==> src/rtl/mem_pkg.sv <==
// Shared definitions for the data-RAM copy engine, the RAM and the port mux.
package mem_pkg;

  localparam int MEM_DATA_WIDTH = 16;
  localparam int MEM_ADDR_WIDTH = 16;

  typedef enum logic [1:0] {
    StIdle,
    StRd,
    StWr,
    StDone
  } state_e;

endpackage

==> src/rtl/mem_copy_dma.sv <==
// Block-copy engine mastering the single-port data RAM: one read then one write per word,
// ascending order, 2 cycles per word, a single-cycle done pulse after the last write.
module mem_copy_dma
  import mem_pkg::*;
#(
  parameter int DATA_WIDTH = MEM_DATA_WIDTH,
  parameter int ADDR_WIDTH = MEM_ADDR_WIDTH
) (
  input  logic                  clock,
  input  logic                  reset_n,
  input  logic                  start,
  input  logic                  abort,
  input  logic [ADDR_WIDTH-1:0] src_addr,
  input  logic [ADDR_WIDTH-1:0] dst_addr,
  input  logic [ADDR_WIDTH-1:0] length,
  output logic                  busy,
  output logic                  done,
  output logic [ADDR_WIDTH-1:0] mem_address,
  output logic [DATA_WIDTH-1:0] mem_data,
  output logic                  mem_wren,
  input  logic [DATA_WIDTH-1:0] mem_q
);

  state_e                state_q;
  logic [ADDR_WIDTH-1:0] src_ptr_q;
  logic [ADDR_WIDTH-1:0] dst_ptr_q;
  logic [ADDR_WIDTH-1:0] remaining_q;
  logic                  busy_q;
  logic                  done_q;

  // Control FSM with pointers, word counter and registered busy/done flags.
  always_ff @(posedge clock or negedge reset_n) begin
    if (!reset_n) begin
      state_q     <= StIdle;
      src_ptr_q   <= '0;
      dst_ptr_q   <= '0;
      remaining_q <= '0;
      busy_q      <= 1'b0;
      done_q      <= 1'b0;
    end else if (abort) begin
      // Abort beats everything, including a start in the same cycle.
      state_q <= StIdle;
      busy_q  <= 1'b0;
      done_q  <= 1'b0;
    end else begin
      unique case (state_q)
        StIdle, StDone: begin
          done_q <= 1'b0;
          if (start) begin
            src_ptr_q   <= src_addr;
            dst_ptr_q   <= dst_addr;
            remaining_q <= length;
            if (length != '0) begin
              state_q <= StRd;
              busy_q  <= 1'b1;
            end else begin
              state_q <= StDone;
              done_q  <= 1'b1;
            end
          end else begin
            state_q <= StIdle;
          end
        end
        StRd: begin
          state_q <= StWr;
        end
        StWr: begin
          src_ptr_q   <= src_ptr_q + ADDR_WIDTH'(1);
          dst_ptr_q   <= dst_ptr_q + ADDR_WIDTH'(1);
          remaining_q <= remaining_q - ADDR_WIDTH'(1);
          if (remaining_q != ADDR_WIDTH'(1)) begin
            state_q <= StRd;
          end else begin
            state_q <= StDone;
            busy_q  <= 1'b0;
            done_q  <= 1'b1;
          end
        end
        default: begin
          state_q <= StIdle;
          busy_q  <= 1'b0;
          done_q  <= 1'b0;
        end
      endcase
    end
  end

  // RAM port decode; write data is the RAM output of the preceding read cycle.
  always_comb begin
    mem_address = src_ptr_q;
    mem_data    = '0;
    mem_wren    = 1'b0;
    if (state_q == StWr) begin
      mem_address = dst_ptr_q;
      mem_data    = mem_q;
      mem_wren    = !abort;
    end
  end

  assign busy = busy_q;
  assign done = done_q;

endmodule

==> config.mk <==
export PLATFORM = sky130hd
export DESIGN_NAME = mem_copy_dma
export DESIGN_NICKNAME = d
export VERILOG_FILES = /design/src/rtl/mem_pkg.sv /design/src/rtl/mem_copy_dma.sv
export SDC_FILE = /design/constraint.sdc
export NUM_CORES = 1
export LEC_CHECK = 0
export CORE_ASPECT_RATIO = 0.6
export CORE_UTILIZATION = 48
export DETAILED_ROUTE_END_ITERATION = 12
export MAX_ROUTING_LAYER = met4
export PLACE_DENSITY = 0.92
export SYNTH_ARGS = -nofsm -noshare
export SYNTH_HDL_FRONTEND = slang
export SYNTH_SLANG_ARGS = --single-unit
export TNS_END_PERCENT = 100
==> constraint.sdc <==
create_clock -name clock -period 2.1 [get_ports clock]
set_clock_uncertainty 0.05 [all_clocks]
set_input_delay 0.42 -clock clock [delete_from_list [all_inputs] [get_ports clock]]
set_output_delay 0.42 -clock clock [all_outputs]
set_load 0.05 [all_outputs]
==> flow_summary.yaml <==
cells_and_area:
  fillers: 416
  num-nets-final: 598
  antenna_cells: 0
  final_cell_mix: "clkdlybuf4s50_1 (68), dfrtp_1 (52), nand2_1 (43), a21oi_1 (41), o21ai_0 (33)"
  multi_input_area_mm2: 0.00205
  final_common_cell: "clkdlybuf4s50_1"
  ff_latch_area_mm2: 0.00130
  syn2layout_area_growth_pct: 49.5
  drive_gt1_share_pct: 23.7
  stdcell_count: 610
worst_setup_path:
  rrSetupSlack_ps: 100
  crit_family: "flip-flops"
  crit_end: "mem_address[5]"
  rr_endpoint: "remaining_q[10]"
  crit_type: "register to output port"
  cp_data_required_time_ps: 1630
  rr_startpoint: "state_q[0]"
  worst-r2r-cell-count: 7
  critPathCaptureType: "output port"
  path_cells: "inv_2 > ha_4 > buf_12 > mux2_2 > buf_6"
  worst-path-stages: 5
  crit_path_max_fanout: 11
  slowest_stage: "dfrtp_1"
  cp-start-kind: "register"
  crit_buf_inv: 3
  worstPathArrival_ps: 1640
  cpPeakStageDelay_ps: 390
  worstSetupStartpoint: "state_q[0]"
synth:
  synthesis.nets: 481
  yosys.area.top_type: "dfrtp_1"
  ys_ff_latch: 52
  synthesis.area_per_instance_um2: 8.57
  synth.distinct_cells: 46
  syn_inst: 406
  yosysWarnings: 0
  synth-edff-count: 0
  synth.cell_area_mm2: 0.00348
  yosys.area.top_type_share_pct: 37.4
  synthTopCellsByArea: "dfrtp_1 (37%), a21oi_1 (5.9%), o21ai_0 (5.0%)"
  ys_seq_area_share_pct: 37.4
  async_flop_share_pct: 100
  ys.flop_type: "dfrtp_1"
pwr:
  power_density_mw_per_mm2: 1100
  p_leak_uw: 0.00212
  vdd_drop_max_uv: 793
timing:
  max_freq_ghz: 0.474
  slew_violations: 0
  max_slew.worst_pin.slew_ps: 684
  holdWs_ps: 57.2
  hold_viol: 0
  fin_crit_sh_pct: 101
  rsz0062_at_grt: "yes"
  maxSlewHeadroom_pct: 54.2
  setup_viol: 4
  setup_slack_ps: -11.8
  period_needed_ps: 2110
placed_design:
  dpl.hpwl_um: 7900
  placed_cells: 595
  portBuffers: 102
  gp_congestion: 0.942
cts:
  clock-sinks: 52
  clock_latency_ps: 290
  cts.reportedPaths.clkPinSlew_ps: 70
  cts_buffers: 5
  clk_path_buf_depth: 2
  cts_tree: "done"
  cts_root_buffer: "clkbuf_16"
  htree_levels: 2
routing:
  drc: 3
  drtPass1Iterations: 9
  wl_per_cell_um: 18.6
  wl_um: 11300
  vias: 3819
  drtAntennaViolNets: 0
  viasPerCell: 6.26
  drt_iter0_markers: 420
grt:
  grt-ovfl-total: 0
  grt_pass1_vias: 3642
  antenna_found_initial: 0
  grt.total_usage_pct: 31.0
  grt_pass1_wl_um: 17900
  grt_max_degree: 53
die:
  die_w_um: 112
  start_util_pct: 50.8
  core_mm2: 0.00685
  dieHeight_um: 68.0
  io_pins: 103
  rows: 23
  dieArea_mm2: 0.00761
hold_path:
  hold_path_class: "input pin to asynchronous set/reset pin"
outcome:
  violations: "design-rule violations, negative setup slack"
  status: "complete, but fails checks"
job:
  drv_cap: 0
==> worst reg2reg max path: cells and delay by family, from the launching register on <==
| kind | cells | cell delay (ps) |
|---|---|---|
| and+or+nand+nor | 3 | 880 |
| DFF | 1 | 390 |
| AOI/OAI and AO/OA | 2 | 280 |
| adders and majority gates | 1 | 190 |
| buffers and inverters | 1 | 140 |
==> worst min path at each step <==
| stage | endpoint | slack, ps |
|---|---|---|
| floorplan | busy | 70 |
| detailed placement | remaining_q[12] | 390 |
| finish | remaining_q[12] | 60 |
| global route | busy | 90 |
| CTS | remaining_q[12] | 80 |
| global placement | remaining_q[12] | 390 |
==> per-stage QoR <==
step           setup slack (ps)  util [%]  power, uW  TNS [ps]  cell area [um^2]
3_3_place_gp               41.1      71.6       4520         0              4900
5_1_grt                   -37.9      76.0       6010      -436              5200
3_5_place_dp              -12.9      71.6       4660     -28.2              4900
6_report                  -11.8      76.0       5730     -26.5              5200
2_1_floorplan              27.1         -       3640         0              3510
4_1_cts                    1.04      75.1       5550         0              5140
==> timing repair <==
action,in CTS,in global routing
hold buffers,0,0
setup endpoints to repair,25,27
buffers inserted,5,2
gates resized for setup,8,12
gates cloned,1,0
hold endpoints to repair,0,0
==> state kept, by name (all words and copies together) (netlist names) <==
name and flops:
remaining_q 16, state_q 2, busy 1, done 1, src_ptr_q 16, dst_ptr_q 16
==> area by class of cell <==
| class | count | share of cell area [%] |
|---|---|---|
| Clock buffer | 5 | 2.41 |
| Clock inverter | 2 | 0.241 |
| Inverter | 9 | 0.722 |
| Multi-Input combinational cell | 317 | 39.4 |
| Sequential cell | 52 | 25.0 |
| Tap cell | 87 | 2.09 |
| Timing Repair Buffer | 138 | 30.1 |
==> synthesized netlist by cell type, types with 3 or more instances <==
cell type and n:
inv_1 9, dfrtp_1 52, clkbuf_1 16, a21oi_1 41, buf_2 7, mux2_2 15, a31oi_1 3, a2bb2oi_1 7
nor3_1 7, nor2_1 16, buf_6 3, and3_1 9, ha_1 7, and4_1 4, nor4_1 9, nand4_1 3
nand3_1 28, o21ai_0 35, a22oi_1 5, o22ai_1 24, nand2_1 43, mux2i_1 17, and2_1 17
==> kinds of logic (layout without fill, tap and decap cells) <==
family / after synthesis / in the layout / share of synthesized area, %
compound gates: 129 / 129 / 22.2
flops: 52 / 52 / 37.4
simple gates: 149 / 149 / 23.1
mux: 32 / 32 / 9.74
buf+inv: 37 / 154 / 5.00
fa+ha+maj: 7 / 7 / 2.52
==> power breakdown <==
group	internal [uW]	switching (uW)	total (uW)
Clock	434	386	820
Combinational	1300	1580	2880
Sequential	1390	644	2030
==> layer usage <==
metal	GRT usage, %	vias to the layer above	share of wire, %
li1	-	1749	-
met1	41.4	1804	44
met2	49.4	244	45
met3	5.31	22	9.3
met4	9.00	0	1.5
met5	-	-	0
No activity file was read; power rests on OpenSTA's default activity.
